===== src/rtl/adc_capture_engine.sv =====
// adc_capture_engine: programmable ADC sample-clock generator, sample capture,
// power-of-two averaging and a first-word-fall-through result FIFO with sticky
// overflow. Everything runs on I_clk.
module adc_capture_engine #(
  parameter int DATA_W  = 12,
  parameter int DIV_W   = 16,
  parameter int FIFO_AW = 4
) (
  input  logic               I_clk,
  input  logic               I_rst,
  input  logic               I_enable,
  input  logic [DATA_W-1:0]  I_adc_data,
  input  logic [DIV_W-1:0]   I_div_setting,
  input  logic [1:0]         I_avg_log2,
  input  logic               I_cfg_valid,
  input  logic               I_rd_ready,
  input  logic               I_clr_overflow,
  output logic               O_adc_clk,
  output logic               O_rd_valid,
  output logic [DATA_W-1:0]  O_rd_data,
  output logic [FIFO_AW:0]   O_fifo_level,
  output logic               O_overflow
);

  localparam int DEPTH = 1 << FIFO_AW;
  localparam int ACC_W = DATA_W + 3;

  typedef enum logic [1:0] {S_IDLE, S_HIGH, S_LOW} state_t;

  state_t             state_q, state_d;
  logic [DIV_W-1:0]   div_cnt_q, div_cnt_d;
  logic [DIV_W-1:0]   n_act_q, pend_n_q;
  logic [1:0]         a_act_q, pend_a_q;
  logic               pend_vld_q;
  logic               adc_clk_q;
  logic               phase_end, strobe, apply_cfg, cfg_take, to_idle;

  logic [DATA_W-1:0]  sample_q;
  logic               sample_vld_q;
  logic [ACC_W-1:0]   acc_q, acc_d, acc_sum;
  logic [3:0]         cnt_q, cnt_d, grp_last;
  logic               push_req;
  logic [DATA_W-1:0]  push_data;

  logic [DATA_W-1:0]  mem [DEPTH];
  logic [FIFO_AW-1:0] wr_ptr_q, rd_ptr_q;
  logic [FIFO_AW:0]   level_q;
  logic               ovf_q;
  logic               full, pop, push_ok, drop;

  // n_act_q is never 0 (0 is mapped to 1 when applied), so N-1 is safe.
  assign phase_end = (div_cnt_q == n_act_q - 1'b1);
  assign cfg_take  = apply_cfg & pend_vld_q;

  // State register plus divider counter and registered sample clock.
  always_ff @(posedge I_clk or posedge I_rst) begin
    if (I_rst) begin
      state_q   <= S_IDLE;
      div_cnt_q <= '0;
      adc_clk_q <= 1'b0;
    end else begin
      state_q   <= state_d;
      div_cnt_q <= div_cnt_d;
      adc_clk_q <= (state_d == S_HIGH);
    end
  end

  // Next-state logic; a period always runs to completion once started.
  always_comb begin
    state_d = state_q;
    unique case (state_q)
      S_IDLE:  if (I_enable)  state_d = S_HIGH;
      S_HIGH:  if (phase_end) state_d = S_LOW;
      S_LOW:   if (phase_end) state_d = I_enable ? S_HIGH : S_IDLE;
      default: state_d = S_IDLE;
    endcase
  end

  // Per-state outputs: divider count, sample strobe and period-boundary events.
  always_comb begin
    div_cnt_d = '0;
    strobe    = 1'b0;
    apply_cfg = 1'b0;
    to_idle   = 1'b0;
    unique case (state_q)
      S_IDLE: apply_cfg = I_enable;
      S_HIGH: begin
        strobe    = phase_end;
        div_cnt_d = phase_end ? '0 : div_cnt_q + 1'b1;
      end
      S_LOW: begin
        div_cnt_d = phase_end ? '0 : div_cnt_q + 1'b1;
        apply_cfg = phase_end;
        to_idle   = phase_end & ~I_enable;
      end
      default: div_cnt_d = '0;
    endcase
  end

  // Pending/active configuration; a strobe arriving on a boundary stays pending.
  always_ff @(posedge I_clk or posedge I_rst) begin
    if (I_rst) begin
      n_act_q    <= DIV_W'(1);
      a_act_q    <= 2'd0;
      pend_n_q   <= '0;
      pend_a_q   <= 2'd0;
      pend_vld_q <= 1'b0;
    end else begin
      if (cfg_take) begin
        n_act_q <= (pend_n_q == '0) ? DIV_W'(1) : pend_n_q;
        a_act_q <= pend_a_q;
      end
      if (I_cfg_valid) begin
        pend_n_q   <= I_div_setting;
        pend_a_q   <= I_avg_log2;
        pend_vld_q <= 1'b1;
      end else if (cfg_take) begin
        pend_vld_q <= 1'b0;
      end
    end
  end

  // Capture ADC data on the last high cycle of the sample clock.
  always_ff @(posedge I_clk or posedge I_rst) begin
    if (I_rst) begin
      sample_q     <= '0;
      sample_vld_q <= 1'b0;
    end else begin
      sample_vld_q <= strobe;
      if (strobe) sample_q <= I_adc_data;
    end
  end

  // Averager: a completed group is pushed even if a clear lands on the same cycle.
  always_comb begin
    grp_last  = (4'd1 << a_act_q) - 4'd1;
    acc_sum   = acc_q + ACC_W'(sample_q);
    push_data = DATA_W'(acc_sum >> a_act_q);
    push_req  = 1'b0;
    acc_d     = acc_q;
    cnt_d     = cnt_q;
    if (sample_vld_q) begin
      if (cnt_q == grp_last) begin
        push_req = 1'b1;
        acc_d    = '0;
        cnt_d    = '0;
      end else begin
        acc_d = acc_sum;
        cnt_d = cnt_q + 4'd1;
      end
    end
    if (to_idle || cfg_take) begin
      acc_d = '0;
      cnt_d = '0;
    end
  end

  // Accumulator and sample-count registers.
  always_ff @(posedge I_clk or posedge I_rst) begin
    if (I_rst) begin
      acc_q <= '0;
      cnt_q <= '0;
    end else begin
      acc_q <= acc_d;
      cnt_q <= cnt_d;
    end
  end

  assign full    = (level_q == (FIFO_AW+1)'(DEPTH));
  assign pop     = (level_q != '0) & I_rd_ready;
  assign push_ok = push_req & (~full | pop);
  assign drop    = push_req & full & ~pop;

  // FIFO storage; contents need no reset because the pointers define validity.
  always_ff @(posedge I_clk) begin
    if (push_ok) mem[wr_ptr_q] <= push_data;
  end

  // FIFO pointers, occupancy and sticky overflow (a new drop beats a clear).
  always_ff @(posedge I_clk or posedge I_rst) begin
    if (I_rst) begin
      wr_ptr_q <= '0;
      rd_ptr_q <= '0;
      level_q  <= '0;
      ovf_q    <= 1'b0;
    end else begin
      if (push_ok) wr_ptr_q <= wr_ptr_q + 1'b1;
      if (pop)     rd_ptr_q <= rd_ptr_q + 1'b1;
      if (push_ok && !pop)      level_q <= level_q + 1'b1;
      else if (!push_ok && pop) level_q <= level_q - 1'b1;
      if (drop)                ovf_q <= 1'b1;
      else if (I_clr_overflow) ovf_q <= 1'b0;
    end
  end

  assign O_adc_clk    = adc_clk_q;
  assign O_rd_valid   = (level_q != '0);
  assign O_rd_data    = O_rd_valid ? mem[rd_ptr_q] : '0;
  assign O_fifo_level = level_q;
  assign O_overflow   = ovf_q;

endmodule


===== config.mk =====
export PLATFORM = sky130hd
export DESIGN_NAME = adc_capture_engine
export DESIGN_NICKNAME = d
export VERILOG_FILES = /design/src/rtl/adc_capture_engine.sv
export SDC_FILE = /design/constraint.sdc
export NUM_CORES = 1
export LEC_CHECK = 0
export BUFFER_PORTS_ARGS = -buffer_cell sky130_fd_sc_hd__buf_2
export CAP_MARGIN = 20
export CORE_UTILIZATION = 56
export CTS_CLUSTER_SIZE = 14
export DETAILED_ROUTE_END_ITERATION = 16
export GPL_TIMING_DRIVEN = 0
export PLACE_DENSITY = 0.77
export SYNTH_ARGS = -nofsm -noshare
export SYNTH_HDL_FRONTEND = slang
export SYNTH_SLANG_ARGS = --single-unit

===== constraint.sdc =====
create_clock -name I_clk -period 3.4 [get_ports I_clk]
set_clock_uncertainty 0.2 [all_clocks]
set_input_delay 0.68 -clock I_clk [delete_from_list [all_inputs] [get_ports I_clk]]
set_output_delay 0.68 -clock I_clk [all_outputs]
set_load 0.1 [all_outputs]

Word level (Yosys, flattened, before mapping):

Memories as Yosys holds them, arrays and structs flattened.
Index checks and enable logic that the tools add are counted.
W data, S select, Z words.

* input port bits: 36
* word-level logic and storage cells: 85
* register bits: 102
* bits in writable memories: 192
* output and inout port bits: 20
* memories: 1

* bitwise operators: 10
* add/subtract/negate cells: 9
* reductions and logical operators: 13
* multiplexer cells: 28
* equal/unequal tests: 6
* shift-type cells: 2

Memories
* mem: depth 16, width 12, rd ports 1, clocked after memory_dff 0, wr ports 1, RTL line 45 `logic [DATA_W-1:0] mem [DEPTH];`

Operator list (number)
* $mux W16: 3
* $mux W15: 3
* $add A16 B1 Y16 const B: 1
* $eq A16 B16 Y1: 1
* $logic_not A16 Y1: 1
* $sub A16 B1 Y16 const B: 1
* $add A15 B12 Y15: 1
* $shr A15 B2 Y12: 1
* $add A4 B1 Y4 const B: 3
* $mux W12: 1
* $mux W4: 3
* $mux W1: 11
* $mux W5: 2
* $reduce_bool A2 Y1: 4
* $and A1 B1 Y1: 6
* $mux W2: 3
* $pmux W2 S3: 1
* $add A5 B1 Y5 const B: 1
* $eq A5 B5 Y1 const B: 1
* $reduce_bool A5 Y1: 1
* $sub A5 B1 Y5 const B: 1
* $eq A2 B1 Y1 const B: 2
* $eq A4 B4 Y1: 1
* $shl A1 B2 Y4 const A: 1
* other kinds (10): 14

Depth between registers and ports, before layout:

* depth in word-level cells: 10
* gate-level depth with buffers: 15
* depth with buffers taken out: 13

Worst setup path after synthesis:

OpenSTA, ideal clock, no wires.

* path kind: register -> output
* from: reg level_q[0] (netlist: O_fifo_level[0])
* to: out O_rd_data[10]
* path buffers: 1
* cell stages (with the launch flop): 5
* setup slack: -0.668 ns
* data required time: 2.520 ns
* data arrival time: 3.188 ns
* path through: dfrtp_1 > nor4_1 > nand2b_1 > clkbuf_1 > and2_1

* cells in the longest elaborated chain, start to end: 2

Ends and longest elaborated chain
* from (decl): RTL line 47 `logic [FIFO_AW:0] level_q;`
* from (signal assigned): RTL line 189 `if (push_ok && !pop) level_q <= level_q + 1'b1;`
* from (signal assigned): RTL line 190 `else if (!push_ok && pop) level_q <= level_q - 1'b1;`
* $reduce_bool A5 Y1: RTL line 197 `assign O_rd_valid = (level_q != '0);`
* via O_rd_valid: RTL line 19 `output logic O_rd_valid,`
* $mux W12: RTL line 198 `assign O_rd_data = O_rd_valid ? mem[rd_ptr_q] : '0;`
* to (decl): RTL line 20 `output logic [DATA_W-1:0] O_rd_data,`

The timed path passes the listed nets, and every way through them passes these cells.

Worst setup path in the final report:

* from: reg rd_ptr_q[0]
* to: out O_rd_data[10]

* cells in the longest elaborated chain, start to end: 2

Ends and longest elaborated chain
* from (decl): RTL line 46 `logic [FIFO_AW-1:0] wr_ptr_q, rd_ptr_q;`
* from (signal assigned): RTL line 188 `if (pop) rd_ptr_q <= rd_ptr_q + 1'b1;`
* $mem_v2 Z16 W12
* $mux W12: RTL line 198

Every way passes these cells.

==> impl_metrics.yaml <==
clock_network:
  cts_max_level: 1
  clkSlewWorstSetupHoldPaths_ns: 0.06
  clock-sinks: 294
  clock_latency_ns: 0.55
  cts_tree: "built"
  cts-root-buf: "clkbuf_16"
  cts_buffers: 30
  clk_path_buf_depth: 3
sta:
  relSlewSlack: 0.435
  fmax_mhz: 271
  finalSetupViolations: 18
  holdWs_ns: 0.124
  fin_crit_sh: 1.09
  hold_violations: 0
  setup_tns_ns: -2.77
  worst_slack_ns: -0.295
  drv_slew: 0
  fin_crit_ns: 3.70
  grt_setup_unrepaired: "true"
  tightestPinTransition_ns: 0.847
synth:
  synth_top_area_frac: 0.435
  synth_ff_type: "edfxtp_1"
  synth_seq_cells: 294
  synth_most_common_cell: "edfxtp_1"
  synth_edf_count: 192
  syn_nets: 924
  synth_common_cells: "edfxtp_1 (192), dfrtp_1 (101), mux4_2 (60)"
  yosys.area.top_type: "edfxtp_1"
  synth_async_sr_flop_share: 0.347
  ys_warn_count: 0
  syn_area_um2: 13300
  ys_types: 61
  netlist_instances: 858
  synth_area_per_cell_um2: 15.5
  ys_seq_area_frac: 0.627
  synth_area_leaders: "edfxtp_1 (43%), dfrtp_1 (19%), mux4_2 (10%)"
drt:
  num_vias: 8337
  drtIter0Drc: 865
  drc: 0
  routed_via_density: 6.23
  postRouteAntennaNets: 0
  drt_first_pass_iters: 6
  wirelength_mm: 32.4
  avgRoutedWirePerCell_um: 24.2
critical_path:
  rrSetupSlack_ns: -0.03
  worst_setup_path_end_kind: "output port"
  crit_type: "flip-flop to output port"
  critPathRequiredTime_ns: 2.52
  arrival_ns: 2.82
  cp_max_fo: 5
  cp-start-kind: "flip-flop"
floorplan:
  row_count: 55
  io-pin-count: 56
  die_w_um: 156
  die_area_um2: 24300
  die_h_um: 156
  initial_core_util: 0.579
  core_um2: 22900
hold_path:
  min_path_type: "primary input to flip-flop"
place:
  dp_slack_ns: -0.750
  placed_cell_area_um2: 14100
  routabilityCongestion: 0.820
  post-place-cells: 1238
  port_buffers: 54
  dpl.hpwl_mm: 18.8
global_route:
  grt_pass1_vias: 8220
  gr-total-overflow: 0
  grt_usage: 0.268
  antenna_found_initial: 1
  grt_max_degree: 43
  grt_pass1_wl_mm: 48.0
layout:
  antenna_cells: 0
  fin_area_um2: 16200
  nNetsFinal: 1067
  seq_area_um2: 8330
  multiInputGateArea_um2: 4950
  fin_cells: 1338
  n_fill_cell: 1414
  area_delta_synth_final_pct: 22.0
  final_core_util: 0.706
  final_layout_size_suffix_gt1_frac: 0.340
power_and_ir_drop:
  p_per_area_nw_per_um2: 932
  leakage_nw: 6.10
  vdd_drop_max_mv: 0.939
  p_total_mw: 15.1
run:
  maxCapViolations: 0
outcome:
  violations: "setup timing"
  status: "complete, but fails checks"
## placed cells by master, fill, tap and decap left out, types with 6 or more instances in the layout
cell       instances
edfxtp_1         192
dfrtp_1           95
mux4_2            60
nor2_1            44
buf_2             43
buf_4             40
mux2_2            39
xnor2_1           34
clkbuf_16         32
nand2_1           29
inv_1             27
ha_1              26
xor2_1            21
buf_12            21
a21oi_1           19
o21ai_0           15
a32o_1            15
and2_1            14
mux2i_1           14
clkbuf_1          14
buf_6             14
and2_4            12
nand3_1           11
and3_1             9
mux2_1             9
nor4_1             7
nand4_1            7
nor3_2             7
a211oi_1           7
clkinv_2           7
dfrtp_2            6
nor3_1             6
clkinv_1           6
bufinv_16          6
## kinds of logic after synthesis
family,count (synthesis),share of synthesized area
adder cells (fa/ha/maj),30,0.0294
AND/OR/NAND/NOR,181,0.0720
buffers and inverters,68,0.0203
XOR/XNOR,57,0.0377
flip-flops,294,0.627
multiplexers,128,0.158
AO/OA/AOI/OAI,100,0.0554
## final cells by class
type                    count  share of cell area
clock inverters            23              0.0176
repair buffers            116              0.0676
flip-flops and latches    294               0.515
multi-input cells         498               0.306
plain buffers              31              0.0157
inverters                  30             0.00719
well taps                 313              0.0242
clock buffers              33              0.0471
## routing by layer
metal	share of wire	wire length, um	vias to the layer above	track usage
li1	-	-	3595	-
met1	0.40	12800	4265	0.368
met2	0.50	16100	420	0.440
met3	0.080	2590	55	0.0403
met4	0.026	851	2	0.0929
met5	0.00031	10	-	0
## power by group
group          total [mW]  internal, mW  switching (mW)
registers            4.85          4.50           0.343
clock network        3.50          2.08            1.42
logic                6.73          2.87            3.87
## path summary, 6_finish.rpt
| path | start | endpoint | depth (start not counted) |
|---|---|---|---|
| hold reg to reg | O_fifo_level[4] | O_fifo_level[4] | 1 |
| setup / recovery | rd_ptr_q[0] | O_rd_data[10] | 8 |
| min in group asynchronous | I_rst | acc_q[3] | 3 |
| setup reg to reg | acc_q[0] | mem[7][11] | 13 |
| max in group asynchronous | I_rst | n_act_q[0] | 5 |
| hold / removal | I_clr_overflow | O_overflow | 2 |
## state kept, by name (all words and copies together) (netlist names)
name,count
sample_vld_q,1
state_q,2
a_act_q,2
pend_vld_q,1
acc_q,15
O_fifo_level,5
O_overflow,1
wr_ptr_q,4
cnt_q,4
rd_ptr_q,4
pend_a_q,2
n_act_q,16
div_cnt_q,16
O_adc_clk,1
sample_q,12
pend_n_q,16
mem,192
## worst max-delay path: stages, from the launching register on
cell     delay [ns]
dfrtp_1        0.39
buf_8          0.15
buf_6          0.12
buf_8          0.11
buf_6          0.09
mux4_2         0.51
mux4_2         0.52
and2_4         0.19
buf_12         0.16
## what timing repair did
| action | CTS | global route |
|---|---|---|
| setup buffers | 24 | 19 |
| resized for setup | 128 | 37 |
| gates cloned | 2 | 3 |
| hold buffers | 1 | 0 |
| hold endpoints to repair | 21 | 0 |
| setup endpoints to repair | 307 | 212 |
| pin swaps | 9 | 14 |
Power figures use the tool's default switching activity.
